`config.mk`:
```
export PLATFORM = sky130hd
export DESIGN_NAME = sobel_host_ctrl_flat
export DESIGN_NICKNAME = d
export VERILOG_FILES = /design/src/rtl/sobel_host_ctrl_if.sv /design/src/rtl/sobel_host_ctrl.sv /design/src/flat_wrapper.sv
export SDC_FILE = /design/constraint.sdc
export NUM_CORES = 1
export LEC_CHECK = 0
export ABC_CLOCK_PERIOD_IN_PS = 5700
export CAP_MARGIN = 20
export CORE_UTILIZATION = 40
export DETAILED_ROUTE_END_ITERATION = 6
export PLACE_DENSITY = 0.71
export SLEW_MARGIN = 20
export SYNTH_ARGS = -nofsm -noshare
export SYNTH_HDL_FRONTEND = slang
export SYNTH_SLANG_ARGS = --single-unit
```
`constraint.sdc`:
```
create_clock -name clk_i -period 5.7 [get_ports clk_i]
set_input_delay 1.14 -clock clk_i [delete_from_list [all_inputs] [get_ports clk_i]]
set_output_delay 1.14 -clock clk_i [all_outputs]
set_load 0.02 [all_outputs]
```
`src/rtl/sobel_host_ctrl_if.sv`:
```
`default_nettype none
// ============================================================================
//  Module   : sobel_host_ctrl_if
//  Purpose  : Bundles the host controller's data streams and the accelerator
//             memory/control bus.
//  Modports : master - the host controller (sobel_host_ctrl)
//             slave  - the surrounding system (source, sink, accelerator)
//  Signals  : s_*          input pixel stream (valid/ready)
//             m_*          output pixel stream (valid/ready, last)
//             *_imem       input-memory write port
//             start/finish accelerator control
//             *_omem       output-memory read port (registered read)
//  Revision : 1.0 - initial release
// ============================================================================
interface sobel_host_ctrl_if #(
  parameter int ADDR_WIDTH = 16,
  parameter int DATA_WIDTH = 8
) ();
  logic                  s_valid_i;
  logic                  s_ready_o;
  logic [DATA_WIDTH-1:0] s_data_i;
  logic                  m_valid_o;
  logic                  m_ready_i;
  logic [DATA_WIDTH-1:0] m_data_o;
  logic                  m_last_o;
  logic                  wr_en_imem_o;
  logic [ADDR_WIDTH-1:0] addr_imem_o;
  logic [DATA_WIDTH-1:0] data_imem_o;
  logic                  start_o;
  logic                  finish_i;
  logic                  rd_en_omem_o;
  logic [ADDR_WIDTH-1:0] addr_omem_o;
  logic [DATA_WIDTH-1:0] data_omem_i;

  modport master (
    input  s_valid_i, s_data_i, m_ready_i, finish_i, data_omem_i,
    output s_ready_o, m_valid_o, m_data_o, m_last_o,
           wr_en_imem_o, addr_imem_o, data_imem_o, start_o,
           rd_en_omem_o, addr_omem_o
  );

  modport slave (
    output s_valid_i, s_data_i, m_ready_i, finish_i, data_omem_i,
    input  s_ready_o, m_valid_o, m_data_o, m_last_o,
           wr_en_imem_o, addr_imem_o, data_imem_o, start_o,
           rd_en_omem_o, addr_omem_o
  );
endinterface
`default_nettype wire

```
`src/rtl/sobel_host_ctrl.sv`:
```
`default_nettype none
// ============================================================================
//  Module   : sobel_host_ctrl
//  Purpose  : Host-side controller for the sobel accelerator. Streams one
//             frame into the input memory, pulses start, waits for finish,
//             then reads the output memory back onto a valid/ready sink.
//  Ports    : clk_i        clock, rising edge
//             rst_i        asynchronous active-high reset
//             cmd_start_i  frame request, sampled in IDLE only
//             busy_o       high outside IDLE
//             done_o       one-cycle pulse after the last pixel is delivered
//             bus          sobel_host_ctrl_if.master (streams + memory bus)
//  Revision : 1.0 - initial release
// ============================================================================
module sobel_host_ctrl #(
  parameter int ADDR_WIDTH = 16,
  parameter int DATA_WIDTH = 8,
  parameter int NUM_PIXELS = 65536
) (
  input  logic               clk_i,
  input  logic               rst_i,
  input  logic               cmd_start_i,
  output logic               busy_o,
  output logic               done_o,
  sobel_host_ctrl_if.master  bus
);

  // One extra bit so a full-frame count never wraps.
  localparam int                CW         = ADDR_WIDTH + 1;
  localparam logic [CW-1:0]     c_last_idx = CW'(NUM_PIXELS - 1);
  localparam logic [CW-1:0]     c_total    = CW'(NUM_PIXELS);

  typedef enum logic [2:0] {
    S_IDLE  = 3'd0,
    S_LOAD  = 3'd1,
    S_KICK  = 3'd2,
    S_WAIT  = 3'd3,
    S_DRAIN = 3'd4,
    S_DONE  = 3'd5
  } state_t;

  state_t                state_q, state_d;
  logic [CW-1:0]         ld_cnt_q, ld_cnt_d;
  logic [CW-1:0]         rd_cnt_q, rd_cnt_d;
  logic [CW-1:0]         out_cnt_q, out_cnt_d;
  logic [DATA_WIDTH-1:0] fifo_q [2];
  logic [DATA_WIDTH-1:0] fifo_d [2];
  logic                  wr_ptr_q, wr_ptr_d;
  logic                  rd_ptr_q, rd_ptr_d;
  logic [1:0]            fcnt_q, fcnt_d;
  logic                  inflight_q, inflight_d;

  logic                  w_pop;
  logic                  w_issue;
  logic [2:0]            w_committed;

  always_ff @(posedge clk_i or posedge rst_i) begin
    if (rst_i) begin
      state_q    <= S_IDLE;
      ld_cnt_q   <= '0;
      rd_cnt_q   <= '0;
      out_cnt_q  <= '0;
      fifo_q[0]  <= '0;
      fifo_q[1]  <= '0;
      wr_ptr_q   <= 1'b0;
      rd_ptr_q   <= 1'b0;
      fcnt_q     <= '0;
      inflight_q <= 1'b0;
    end else begin
      state_q    <= state_d;
      ld_cnt_q   <= ld_cnt_d;
      rd_cnt_q   <= rd_cnt_d;
      out_cnt_q  <= out_cnt_d;
      fifo_q     <= fifo_d;
      wr_ptr_q   <= wr_ptr_d;
      rd_ptr_q   <= rd_ptr_d;
      fcnt_q     <= fcnt_d;
      inflight_q <= inflight_d;
    end
  end

  always_comb begin
    state_d     = state_q;
    ld_cnt_d    = ld_cnt_q;
    rd_cnt_d    = rd_cnt_q;
    out_cnt_d   = out_cnt_q;
    fifo_d      = fifo_q;
    wr_ptr_d    = wr_ptr_q;
    rd_ptr_d    = rd_ptr_q;
    fcnt_d      = fcnt_q;
    inflight_d  = 1'b0;
    w_pop       = 1'b0;
    w_issue     = 1'b0;
    w_committed = 3'(fcnt_q) + 3'(inflight_q);

    busy_o            = (state_q != S_IDLE);
    done_o            = 1'b0;
    bus.s_ready_o     = 1'b0;
    bus.wr_en_imem_o  = 1'b0;
    bus.addr_imem_o   = '0;
    bus.data_imem_o   = '0;
    bus.start_o       = 1'b0;
    bus.rd_en_omem_o  = 1'b0;
    bus.addr_omem_o   = '0;
    bus.m_valid_o     = 1'b0;
    bus.m_data_o      = '0;
    bus.m_last_o      = 1'b0;

    case (state_q)
      S_IDLE: begin
        if (cmd_start_i) begin
          state_d  = S_LOAD;
          ld_cnt_d = '0;
        end
      end

      S_LOAD: begin
        bus.s_ready_o    = 1'b1;
        bus.wr_en_imem_o = bus.s_valid_i;
        bus.addr_imem_o  = ld_cnt_q[ADDR_WIDTH-1:0];
        bus.data_imem_o  = bus.s_data_i;
        if (bus.s_valid_i) begin
          ld_cnt_d = ld_cnt_q + 1'b1;
          if (ld_cnt_q == c_last_idx) begin
            state_d = S_KICK;
          end
        end
      end

      S_KICK: begin
        bus.start_o = 1'b1;
        state_d     = S_WAIT;
      end

      S_WAIT: begin
        if (bus.finish_i) begin
          state_d   = S_DRAIN;
          rd_cnt_d  = '0;
          out_cnt_d = '0;
          fcnt_d    = '0;
          wr_ptr_d  = 1'b0;
          rd_ptr_d  = 1'b0;
        end
      end

      S_DRAIN: begin
        bus.rd_en_omem_o = 1'b1;
        bus.addr_omem_o  = rd_cnt_q[ADDR_WIDTH-1:0];
        bus.m_valid_o    = (fcnt_q != 2'd0);
        bus.m_data_o     = fifo_q[rd_ptr_q];
        bus.m_last_o     = (fcnt_q != 2'd0) && (out_cnt_q == c_last_idx);
        w_pop            = (fcnt_q != 2'd0) && bus.m_ready_i;

        // Credit the slot freed by this cycle's pop so a steady ready sink
        // sees one pixel per cycle; the sum still never exceeds two slots.
        w_committed = 3'(fcnt_q) + 3'(inflight_q) - 3'(w_pop);
        w_issue     = (w_committed < 3'd2) && (rd_cnt_q < c_total);
        inflight_d  = w_issue;
        if (w_issue) begin
          rd_cnt_d = rd_cnt_q + 1'b1;
        end

        // Registered memory read: data for last cycle's address is here now.
        if (inflight_q) begin
          fifo_d[wr_ptr_q] = bus.data_omem_i;
          wr_ptr_d         = ~wr_ptr_q;
        end
        if (w_pop) begin
          rd_ptr_d  = ~rd_ptr_q;
          out_cnt_d = out_cnt_q + 1'b1;
          if (out_cnt_q == c_last_idx) begin
            state_d = S_DONE;
          end
        end
        fcnt_d = fcnt_q + 2'(inflight_q) - 2'(w_pop);
      end

      S_DONE: begin
        done_o  = 1'b1;
        state_d = S_IDLE;
      end

      default: begin
        state_d = S_IDLE;
      end
    endcase
  end

endmodule
`default_nettype wire

```
`src/flat_wrapper.sv`:
```
// flat-port wrapper written by rule: the top's interface ports become plain ports
module sobel_host_ctrl_flat 
#(
  parameter int ADDR_WIDTH = 16,
  parameter int DATA_WIDTH = 8,
  parameter int NUM_PIXELS = 65536
)
  (clk_i, rst_i, cmd_start_i, busy_o, done_o, bus_s_valid_i, bus_s_data_i, bus_m_ready_i, bus_finish_i, bus_data_omem_i, bus_s_ready_o, bus_m_valid_o, bus_m_data_o, bus_m_last_o, bus_wr_en_imem_o, bus_addr_imem_o, bus_data_imem_o, bus_start_o, bus_rd_en_omem_o, bus_addr_omem_o);
  sobel_host_ctrl_if #(.ADDR_WIDTH(ADDR_WIDTH), .DATA_WIDTH(DATA_WIDTH)) bus_i ();
  input  logic clk_i;
  input  logic rst_i;
  input  logic cmd_start_i;
  output logic busy_o;
  output logic done_o;
  input wire logic [$bits(bus_i.s_valid_i)-1:0] bus_s_valid_i;
  input wire logic [$bits(bus_i.s_data_i)-1:0] bus_s_data_i;
  input wire logic [$bits(bus_i.m_ready_i)-1:0] bus_m_ready_i;
  input wire logic [$bits(bus_i.finish_i)-1:0] bus_finish_i;
  input wire logic [$bits(bus_i.data_omem_i)-1:0] bus_data_omem_i;
  output wire logic [$bits(bus_i.s_ready_o)-1:0] bus_s_ready_o;
  output wire logic [$bits(bus_i.m_valid_o)-1:0] bus_m_valid_o;
  output wire logic [$bits(bus_i.m_data_o)-1:0] bus_m_data_o;
  output wire logic [$bits(bus_i.m_last_o)-1:0] bus_m_last_o;
  output wire logic [$bits(bus_i.wr_en_imem_o)-1:0] bus_wr_en_imem_o;
  output wire logic [$bits(bus_i.addr_imem_o)-1:0] bus_addr_imem_o;
  output wire logic [$bits(bus_i.data_imem_o)-1:0] bus_data_imem_o;
  output wire logic [$bits(bus_i.start_o)-1:0] bus_start_o;
  output wire logic [$bits(bus_i.rd_en_omem_o)-1:0] bus_rd_en_omem_o;
  output wire logic [$bits(bus_i.addr_omem_o)-1:0] bus_addr_omem_o;
  assign bus_i.s_valid_i = bus_s_valid_i;
  assign bus_i.s_data_i = bus_s_data_i;
  assign bus_i.m_ready_i = bus_m_ready_i;
  assign bus_i.finish_i = bus_finish_i;
  assign bus_i.data_omem_i = bus_data_omem_i;
  assign bus_s_ready_o = bus_i.s_ready_o;
  assign bus_m_valid_o = bus_i.m_valid_o;
  assign bus_m_data_o = bus_i.m_data_o;
  assign bus_m_last_o = bus_i.m_last_o;
  assign bus_wr_en_imem_o = bus_i.wr_en_imem_o;
  assign bus_addr_imem_o = bus_i.addr_imem_o;
  assign bus_data_imem_o = bus_i.data_imem_o;
  assign bus_start_o = bus_i.start_o;
  assign bus_rd_en_omem_o = bus_i.rd_en_omem_o;
  assign bus_addr_omem_o = bus_i.addr_omem_o;
  sobel_host_ctrl #(.ADDR_WIDTH(ADDR_WIDTH), .DATA_WIDTH(DATA_WIDTH), .NUM_PIXELS(NUM_PIXELS)) u_core (.clk_i(clk_i), .rst_i(rst_i), .cmd_start_i(cmd_start_i), .busy_o(busy_o), .done_o(done_o), .bus(bus_i));
endmodule
```
==> Word-level counts from Yosys, hierarchy flattened <==
Cells that the tools add are included.
{ "classes": {"bitwise_logic": 4, "order_cmp": 5, "n_reduce_logical": 16, "mux": 40, "n_addsub": 7, "n_eq_ne": 15} }
{ "ops": {"columns": ["cell", "n"], "rows": [
  ["case mux 17 bit (2 select lines)", 3],
  ["two-way mux 17 bit", 5],
  ["adder 17 x 1 -> 17 bit, second input constant", 3],
  ["two-way mux 8 bit", 6],
  ["== test 17 x 16 -> 1 bit, second input constant", 2],
  ["two-way mux 16 bit", 2],
  ["two-way mux 3 bit", 6],
  ["less-than comparator 17 bit, second input constant", 1],
  ["bitwise mux 16 bit", 1],
  ["case mux 3 bit (5 select lines)", 1],
  ["AND reduction 3 bit", 4],
  ["two-way mux 1 bit", 11],
  ["inequality test 2 x 1 -> 1 bit, second input constant", 5],
  ["demux 8 bit (select 1 bit)", 1],
  ["== test 3 x 2 -> 1 bit, second input constant", 2],
  ["== test 3 bit, second input constant", 2],
  ["inequality test 2 bit, second input constant", 3],
  ["AND reduction 6 bit", 1],
  ["nonzero test 2 bit", 3],
  ["greater-or-equal comparator 2 bit, second input constant", 2],
  ["logical AND 1 bit", 4],
  ["inverter 1 -> 2 bit", 2],
  ["case mux 1 bit (2 select lines)", 2],
  ["case mux 2 bit (2 select lines)", 1],
  ["12 further kinds", 14]
]} }
{ "word_totals": {"input_bits": 22, "output_inout_bits": 56, "ff_bits": 75} }

==> Longest topological paths before layout <==
{ "logic_depth": {"ltp_word": 7, "ltp_mapped": 11, "ltp_nobuf": 10} }

==> Least setup slack after synthesis <==
Ideal clock, no wire load.
{ "synth_timing": {"kind": "input -> register", "startpoint": "in bus_m_ready_i", "endpoint": "reg u_core.rd_cnt_q[8]", "setup_slack_ps": 2591, "arrival_time_ps": 3026, "cell_stages": 11, "cell_sequence": "nand2_1 > mux2i_1 > ha_1 > inv_1 > fa_1 > nor2b_1 > nand3_1 > inv_1 > clkbuf_1 > nand3_1 > o21ai_0"} }
{ "synth_via": {"elab_chain_cells": 6} }
{ "synth_rtl": {"columns": ["element", "line_no", "text"], "rows": [
  ["from (decl)", "flat_wrapper.sv:17", "input wire logic [$bits(bus_i.m_ready_i)-1:0] bus_m_ready_i;"],
  ["logical AND 1 bit", "sobel_host_ctrl.sv:152", "w_pop = (fcnt_q != 2'd0) && bus.m_ready_i;"],
  ["subtractor 3 x 1 -> 3 bit", "sobel_host_ctrl.sv:156", "w_committed = 3'(fcnt_q) + 3'(inflight_q) - 3'(w_pop);"],
  ["less-than comparator 3 x 2 -> 1 bit", "sobel_host_ctrl.sv:157", "w_issue = (w_committed < 3'd2) && (rd_cnt_q < c_total);"],
  ["logical AND 1 bit", "sobel_host_ctrl.sv:157", null],
  ["inequality test 2 x 1 -> 1 bit (no line)", null, null],
  ["AND reduction 3 bit (no line)", null, null],
  ["to (signal assigned)", "sobel_host_ctrl.sv:72", "rd_cnt_q <= rd_cnt_d;"],
  ["to (decl)", "sobel_host_ctrl.sv:44", "logic [CW-1:0] rd_cnt_q, rd_cnt_d;"]
]} }
Every way passes these cells.
A chain may end at the register's enable or synchronous reset.

==> Worst setup path after layout <==
{ "layout_timing": {"startpoint": "reg u_core.state_q[1]", "endpoint": "out bus_addr_omem_o[10]"} }
{ "layout_via": {"elab_chain_cells": 2} }
{ "layout_rtl": {"columns": ["element", "line_no", "text"], "rows": [
  ["from (decl)", "sobel_host_ctrl.sv:42", "state_t state_q, state_d;"],
  ["from (signal assigned)", "sobel_host_ctrl.sv:70", "state_q <= state_d;"],
  ["== test 3 bit", "sobel_host_ctrl.sv:109", "case (state_q)"],
  ["two-way mux 16 bit", "sobel_host_ctrl.sv:109", null],
  ["to (decl)", "flat_wrapper.sv:29", "output wire logic [$bits(bus_i.addr_omem_o)-1:0] bus_addr_omem_o;"]
]} }
Every way passes these cells.

==> impl_metrics.tcl <==
set metrics [dict create \
    drt_iter0_markers 122 \
    fp.dieH_um 103 \
    start_kind "register" \
    ioPinCount 78 \
    grt_first_pass_wirelength_um 15100 \
    hpwlAfterDp_um 6300 \
    irDropWorstVdd_v 0.000141 \
    clockRootBuffer "clkbuf_8" \
    layout_setup_ws_ns 1.27 \
    syn_avg_cell_area_um2 9.27 \
    fin_skew_ns 0.0111 \
    drcViolationCount 0 \
    syn_inst 442 \
    clk_pin_slew_ns 0.07 \
    r2r-start "u_core.state_q[1]$_DFFE_PP0P_" \
    die_w_um 103 \
    swShare_pct 27.2 \
    synth_enable_flop_cells 0 \
    drt-pass1-iter-count 4 \
    syn-num-nets 471 \
    ys_async_sr_fraction_pct 100 \
    overflow 0 \
    pwr-share-seq_pct 52.6 \
    grt_pass1_vias 3192 \
    cts_tree "done" \
    clock_latency_ns 0.34 \
    slowest_stage "clkinv_1" \
    tns_ns 0 \
    r2r_setup_slack_ns 2.40 \
    clock_sinks 75 \
    numCtsBuffers 9 \
    port-buffer-count 77 \
    startpoint "u_core.state_q[1]$_DFFE_PP0P_" \
    synth_cell_type_count 47 \
    yosysWarnings 0 \
    final_antenna_net_count 0 \
    worstRegToRegCells 6 \
    timing.final.crit_share_pct 77.7 \
    reg2reg_to "u_core.rd_cnt_q[5]$_DFFE_PP0P_" \
    antenna_found_initial 0 \
    syn_area_um2 4100 \
    relSlewSlack_pct 51.9 \
    maxCapViolCount 0 \
    combPwrFrac_pct 12.3 \
    p_per_area_nw_per_um2 209 \
    finalCriticalPeriod_ns 4.43 \
    antennaDiodeCount 0 \
    via_count 3452 \
    crit_fanout 27 \
    internal_power_mw 0.783 \
    gr-usage-all-layers_pct 18.3 \
    cts-resized-gates 0 \
    cp_slowest_stage_delay_ns 0.75 \
    h-tree-depth 3 \
    rsz0062_at_grt "no" \
    ctsHoldBuffers 0 \
    synth_seq_cells 75 \
    p_leak_nw 2.09 \
    area_growth_pct 25.7 \
    synthFlopType "dfrtp_1" \
    wl_per_cell_um 14.1 \
    setup_violations 0 \
    avgViaCountPerCell 5.34 \
    tightest_slew_ns 0.721 \
    crit_end "bus_addr_omem_o[10]" \
    fillers 891 \
    rows 36 \
    finalHoldViolCount 0 \
    drv_slew 0 \
    p_total_mw 1.08 \
    routed_wl_um 9080 \
    drive_gt1_share_pct 7.60 \
    worstSetupEndpointType "output pin" \
    clock_power_share_pct 35.0 \
    critPathArrivalTime_ns 3.29 \
    dp_slack_ns 1.61 \
    status "completed" \
    worstPathCellList "or3b_1, clkinv_1, and2_1, clkdlybuf4s50_1" \
    switchingPower_mw 0.292 \
    start_util_pct 41.5 \
    place_congestion 0.791 \
    clock.fmax_mhz 226 \
    crit_type "reg -> out" \
    clockBufferDepth 2 \
    dieArea_um2 10700 \
    post_cts_buffers 0 \
    seq_area_frac_synth_pct 45.8 \
    hold_path.class "reg -> reg" \
    fin_nets 537 \
    crit_required_ns 4.56 \
    grt_max_degree 46 \
    core_um2 9860 \
]
## metrics by stage
stage | std cells | util (%) | cell area, um^2 | hold WS [ns]
final | 646 | 52.2 | 5150 | 0.487
after global placement | 630 | 50.2 | 4960 | 0.463
after global routing | 646 | 52.2 | 5150 | 0.503
after detailed placement | 630 | 50.2 | 4960 | 0.480
after floorplan | 442 | - | 4100 | 0.448
after CTS | 646 | 52.0 | 5130 | 0.490
## logic make-up (layout without fill, tap and decap cells)
| group | count (synthesis) | after routing | share of synthesized area [%] |
|---|---|---|---|
| compound gates | 74 | 74 | 10.9 |
| xor+xnor | 9 | 9 | 1.92 |
| fa+ha+maj | 7 | 7 | 2.32 |
| buf+inv | 35 | 106 | 3.30 |
| flops | 75 | 75 | 45.8 |
| mux | 33 | 33 | 8.55 |
| simple gates | 209 | 209 | 27.2 |
## per-layer routing
layer | vias up | part of all wire, % | wire [um] | track usage [%]
met2 | 57 | 46 | 4180 | 27.7
met1 | 1680 | 49 | 4450 | 26.0
li1 | 1703 | - | - | -
met5 | - | 0 | 0 | 0
met3 | 12 | 3.3 | 299 | 3.29
met4 | 0 | 1.7 | 150 | 7.15
## final cells by class
| cell class | instances | area, um^2 | share of cell area, % |
|---|---|---|---|
| Clock buffer | 11 | 141 | 2.75 |
| Clock inverter | 5 | 36.3 | 0.705 |
| Inverter | 12 | 45.0 | 0.875 |
| Multi-Input combinational cell | 332 | 2110 | 40.9 |
| Sequential cell | 75 | 1880 | 36.4 |
| Tap cell | 133 | 166 | 3.23 |
| Timing Repair Buffer | 78 | 778 | 15.1 |
## cells in the mapped netlist, types with 5 or more instances
cell type | number | area share [%]
or4_1 | 10 | 1.8
a21oi_1 | 18 | 2.2
dfrtp_1 | 75 | 46
mux2_2 | 16 | 4.4
o21ai_0 | 27 | 3.3
clkbuf_1 | 17 | 1.6
ha_1 | 6 | 1.8
nor3_1 | 5 | 0.61
or3_1 | 6 | 0.92
nand4_1 | 13 | 2.0
nand3_1 | 23 | 2.8
xor2_1 | 5 | 1.1
o31ai_1 | 12 | 2.2
mux2i_1 | 17 | 4.2
and2_1 | 42 | 6.4
inv_1 | 11 | 1.0
nor3b_1 | 5 | 0.92
nand2_1 | 53 | 4.9
nor2_1 | 31 | 2.8
## worst max-delay path, delay by kind of cell, from the launching register on
family                 cells  cell delay (ns)
flip-flops                 1             0.61
AND/OR/NAND/NOR            2             1.05
buffers and inverters      2             1.29
## power groups by stage
| stage | clock, mW | combinational, mW | sequential, mW |
|---|---|---|---|
| 2_1_floorplan | 0 | 0.0750 | 0.569 |
| 3_3_place_gp | 0 | 0.132 | 0.576 |
| 3_5_place_dp | 0 | 0.133 | 0.576 |
| 4_1_cts | 0.386 | 0.134 | 0.566 |
| 5_1_grt | 0.412 | 0.148 | 0.568 |
| 6_report | 0.376 | 0.133 | 0.566 |
## sequential cells by signal (all words and copies together) (netlist names)
register           cells
u_core.rd_cnt_q       17
u_core.out_cnt_q      17
u_core.wr_ptr_q        1
u_core.fcnt_q          2
u_core.rd_ptr_q        1
u_core.ld_cnt_q       17
u_core.fifo_q         16
u_core.inflight_q      1
u_core.state_q         3
## placed cells by master, fill, tap and decap left out, drive strengths merged, types with 2 or more instances in the layout
cell type / instances
clkinv: 4
nand3: 23
nand2b: 2
nand2: 53
ha: 6
and4: 4
nor3b: 5
a31oi: 3
and3: 4
nor3: 5
o21ai: 27
mux2: 16
or3: 6
xnor2: 4
a22o: 2
inv: 13
o211ai: 4
or4: 11
dfrtp: 75
o31ai: 12
nor2: 31
mux2i: 17
nor4: 3
xor2: 5
nand4: 13
clkbuf: 11
clkdlybuf4s50: 77
a21oi: 18
and2: 42
## worst min-delay path by stage
stage | end | cells after the start | from
after global placement | u_core.out_cnt_q[4]$_DFFE_PP0P_ | 1 | u_core.out_cnt_q[4]$_DFFE_PP0P_
final | u_core.out_cnt_q[4]$_DFFE_PP0P_ | 1 | u_core.out_cnt_q[4]$_DFFE_PP0P_
after floorplan | u_core.out_cnt_q[4]$_DFFE_PP0P_ | 1 | u_core.out_cnt_q[4]$_DFFE_PP0P_
after detailed placement | u_core.out_cnt_q[4]$_DFFE_PP0P_ | 1 | u_core.out_cnt_q[4]$_DFFE_PP0P_
after global routing | u_core.out_cnt_q[4]$_DFFE_PP0P_ | 1 | u_core.out_cnt_q[4]$_DFFE_PP0P_
after CTS | u_core.out_cnt_q[4]$_DFFE_PP0P_ | 1 | u_core.out_cnt_q[4]$_DFFE_PP0P_
(Power assumes the default switching activity.)
